**src/rtl/reg_file_sb.sv**
```systemverilog
// reg_file_sb: register file with per-register busy scoreboard, x0 hardwired to zero.
// Define REG_FILE_SB_BYPASS_EN for write-first forwarding onto the read ports.
module reg_file_sb #(
  parameter int DATA_W = 32,
  parameter int ADDR_W = 5
) (
  input  logic              clk,
  input  logic              rst,
  input  logic [ADDR_W-1:0] read1,
  input  logic [ADDR_W-1:0] read2,
  output logic [DATA_W-1:0] out1,
  output logic [DATA_W-1:0] out2,
  output logic              busy1,
  output logic              busy2,
  input  logic              write_ctr,
  input  logic [ADDR_W-1:0] write_addr,
  input  logic [DATA_W-1:0] write_data,
  input  logic              rsv_en,
  input  logic [ADDR_W-1:0] rsv_addr,
  output logic              wr_err
);
  localparam int DEPTH = 2**ADDR_W;
  logic [DATA_W-1:0] r_rf [DEPTH];
  logic [DEPTH-1:0]  r_busy;
  logic              r_wr_err;
  logic              w_we, w_rsv;
  assign w_we  = write_ctr && write_addr != '0;
  assign w_rsv = rsv_en && rsv_addr != '0;
  // Reserve is applied after the write so a same-address issue leaves busy set.
  always_ff @(posedge clk or posedge rst) begin
    if (rst) begin
      for (int i = 0; i < DEPTH; i++) r_rf[i] <= '0;
      r_busy   <= '0;
      r_wr_err <= 1'b0;
    end else begin
      if (w_we) begin
        r_rf[write_addr]   <= write_data;
        r_busy[write_addr] <= 1'b0;
        if (!r_busy[write_addr]) r_wr_err <= 1'b1;
      end
      if (w_rsv) r_busy[rsv_addr] <= 1'b1;
    end
  end
  assign wr_err = r_wr_err;
`ifdef REG_FILE_SB_BYPASS_EN
  logic w_hit1, w_hit2, w_fwd_busy;
  assign w_hit1     = w_we && !rst && read1 == write_addr;
  assign w_hit2     = w_we && !rst && read2 == write_addr;
  assign w_fwd_busy = w_rsv && rsv_addr == write_addr;
  assign out1  = w_hit1 ? write_data : r_rf[read1];
  assign out2  = w_hit2 ? write_data : r_rf[read2];
  assign busy1 = w_hit1 ? w_fwd_busy : r_busy[read1];
  assign busy2 = w_hit2 ? w_fwd_busy : r_busy[read2];
`else
  assign out1  = r_rf[read1];
  assign out2  = r_rf[read2];
  assign busy1 = r_busy[read1];
  assign busy2 = r_busy[read2];
`endif
endmodule

```
**config.mk**
```make
export PLATFORM = sky130hd
export DESIGN_NAME = reg_file_sb
export DESIGN_NICKNAME = d
export VERILOG_FILES = /design/src/rtl/reg_file_sb.sv
export SDC_FILE = /design/constraint.sdc
export NUM_CORES = 2
export LEC_CHECK = 0
export CORE_MARGIN = 1.5
export CORE_UTILIZATION = 50
export CTS_CLUSTER_DIAMETER = 100
export CTS_CLUSTER_SIZE = 10
export DETAILED_ROUTE_END_ITERATION = 10
export PLACE_DENSITY = 0.64
export SYNTH_ARGS = -nofsm -noshare
export SYNTH_HDL_FRONTEND = slang
export SYNTH_SLANG_ARGS = --single-unit
```
**constraint.sdc**
```tcl
create_clock -name clk -period 41.7 [get_ports clk]
set_input_delay 4.17 -clock clk [delete_from_list [all_inputs] [get_ports clk]]
set_output_delay 4.17 -clock clk [all_outputs]
set_load 0.05 [all_outputs]
```
==> flow_summary_export.csv <==
group,metric,value,unit
outcome,status,"completed",
yosys,syn_area,56600,um2
sta,skew,0.0225,ns
detailed_routing,drc,0,
cts,cts_tree,"done",
worst_setup_path,endpoint_kind,"primary output",
global_routing,use_met1,38.5,%
sta,finalSetupViolCount,0,
yosys,synthDistinctLibCells,40,
worst_setup_path,cp_common_cell,"buf_4",
detailed_routing,drt_iter0_markers,2755,
floorplan,core,112000,um2
global_routing,grt_max_degree,183,
finish,diodes,0,
floorplan,die_w,339,um
worst_setup_path,cp-startpoint,"read1[1]",
yosys,synthCells,3532,
sta,min_period_over_period,31.7,%
yosys,ys.flop_type,"dfrtp_1",
worst_setup_path,cp.depth,8,
sta,finalCriticalPeriod,13.22,ns
cts,cts-root-buf,"clkbuf_16",
worst_setup_path,worstSetupStartpointType,"primary input",
yosys,ys_ff_latch,1057,
cts,clock-sinks,1057,
sta,max_freq,75.6,MHz
floorplan,die_h,339,um
floorplan,start_util,50.4,%
worst_setup_path,worst-path-buf-inv,4,
finish,nNetsFinal,3480,
sta,hold_viol,0,
cts,ctsResizeCount,0,
finish,num-fill-cells,8801,
finish,areaGrowthSynthToFinish,8.16,%
hold_path,hold_path_class,"reg -> reg",
worst_setup_path,crit_chain,"buf_8 -> buf_4 -> buf_4 -> mux4_2 -> mux2i_1 -> a22o_1 -> a221oi_1 -> clkdlybuf4s50_1",
cts,post_cts_buffers,0,
global_routing,top_usage_layer,"met2",
placement,dp.cells,4807,
finish,stdcell_count,4928,
detailed_routing,vias,33800,
cts,htreeDepth,3,
worst_setup_path,path_delay_family,"buffers and inverters",
power_and_ir_drop,power_density,47.6,nW/um2
worst_setup_path,max_stage_delay,1.03,ns
hold_path,hold_depth,0,
floorplan,ios,123,
hold_path,worstHoldStart,"r_rf[1022]",
cts,clk_pin_slew,0.06,ns
yosys,syn_area_per_cell,16.0,um2
detailed_routing,routed_wl,166,mm
floorplan,fp.dieArea,115000,um2
placement,place_area,58200,um2
sta,rsz0062_at_grt,"false",
detailed_routing,avgRoutedWirePerCell,33.6,um
placement,gp_congestion,0.816,
placement,io_buffers,122,
sta,slew_headroom,21.9,%
cts,cts_buffers,115,
worst_setup_path,critPathMaxFanout,92,
power_and_ir_drop,power,2.92,mW
worst_setup_path,r2r_end,"wr_err",
yosys,yosys_warnings,0,
global_routing,antenna_found_initial,1,
worst_setup_path,cp.required,37.53,ns
worst_setup_path,slowest_stage,"buf_4",
global_routing,grt_usage,29.1,%
yosys,async_reset_ff_share,100,%
hold_path,hold_path_end,"r_rf[1022]",
worst_setup_path,worstSetupPathType,"in -> out",
worst_setup_path,reg2reg_depth,4,
run,cap_viol_max_count,0,
yosys,synth_edf_count,0,
cts,clockBufferDepth,3,
placement,dp_hpwl,86.2,mm
power_and_ir_drop,leakage,26.4,nW
sta,tns,0,ns
yosys,ys_seq_area_share,46.7,%
global_routing,grt_util_met2,48.8,%
floorplan,row_count,123,
global_routing,grt_pass1_wl,248,mm
worst_setup_path,arrival,9.05,ns
finish,post-route-util,54.5,%
cts,cts_hold_buf,0,
worst_setup_path,r2r_slack,39.98,ns
global_routing,grt_use_met3,4.23,%
power_and_ir_drop,ir_drop,0.0352,mV
global_routing,grt_pass1_vias,36900,
detailed_routing,antenna_left,0,
sta,tightest_slew,1.17,ns
global_routing,grt.overflow.total,0,
cts,clock_latency,0.70,ns
yosys,synth_fp_nets,3588,
finish,drive_gt1_share,50.5,%
detailed_routing,routed_via_density,6.86,
sta,final_max_slew_viol_count,0,
finish,fin_area,61200,um2
worst_setup_path,rr_startpoint,"r_busy[15]",
detailed_routing,drt_first_pass_iters,5,
-- power by group --
group	switching (mW)	internal, mW	leakage (nW)
registers	0.143	1.22	13.6
logic	0.279	0.384	11.4
clock network	0.394	0.493	1.47
-- sequential cells by signal, summed over array words and instances, names as in the netlist --
name,count
wr_err,1
r_rf,1024
r_busy,32
-- per-layer routing --
layer	share of wire [%]	wire (um)
met2	50	82800
met4	4.2	7020
met1	40	66700
met5	0	0
met3	5.5	9060
-- synth_stat cells (all sizes together), types with 4 or more instances --
master / number / area share, %
dfrtp: 1057 / 47
mux2: 996 / 20
mux4: 533 / 21
mux2i: 265 / 4.7
buf: 251 / 2.8
clkbuf: 160 / 1.1
a22o: 81 / 1.3
a221oi: 68 / 1.1
o21ai: 26 / 0.23
nand2: 24 / 0.19
nor2: 17 / 0.13
nand3b: 7 / 0.093
nor3b: 7 / 0.12
nor2b: 6 / 0.066
nand3: 5 / 0.044
and3: 4 / 0.044
and3b: 4 / 0.062
o2bb2ai: 4 / 0.062
-- cell usage in the layout, fill, tap and decap left out, types with 4 or more instances in the layout --
cell type and n:
buf_12 5, mux2_2 954, a221oi_1 60, o21ai_0 26, mux4_2 533, o2bb2ai_1 4
nand3_1 5, a221oi_2 8, nand2_2 19, nand3b_1 7, clkbuf_16 118, dfrtp_1 1057
buf_4 59, a22o_1 81, and3b_1 4, mux2_1 42, nor2_4 14, nor2b_4 4
and3_1 4, nand2_1 5, nor3b_1 4, buf_8 6, clkdlybuf4s50_1 116, mux2i_1 265
-- logic make-up (layout without fill, tap and decap cells) --
family	Yosys count	after routing	synth area share (%)
DFF	1057	1057	46.7
AOI/OAI and AO/OA	184	184	2.76
muxes	1794	1794	45.7
and+or+nand+nor	83	83	0.849
buffers and inverters	414	310	3.92
-- area by class of cell --
cell class                 count  area, um2  area share (%)
timing repair buffer         186       1790            2.93
tap                         1500       1880            3.07
inverter                       3       18.8          0.0307
sequential                  1057      26500            43.2
multi-input combinational   2061      28100            45.9
clock inverter                 1       16.3          0.0266
clock buffer                 120       2970            4.85
-- how the worst max path moves through the flow --
stage	end	slack (ns)
3_3_place_gp	out1[17]	28.46
3_5_place_dp	out1[17]	28.54
5_1_grt	out1[17]	28.49
6_report	out1[17]	28.48
4_1_cts	out1[17]	28.52
2_1_floorplan	r_busy[0]	7.78
-- worst reg2reg max path: stages (launching register included) --
cell and delay, ns:
dfrtp_1 0.40, mux4_2 0.49, a22oi_1 0.24, nand2_1 0.10, o41ai_1 0.37
-- through the flow --
| stage | setup WS, ns | hold slack, ns |
|---|---|---|
| final | 28.48 | 0.394 |
| after CTS | 28.52 | 0.396 |
| after detailed placement | 28.54 | 0.384 |
| after floorplan | 7.78 | 0.441 |
| after global placement | 28.46 | 0.376 |
| after global routing | 28.49 | 0.410 |
No activity file was read; power rests on OpenSTA's default activity.
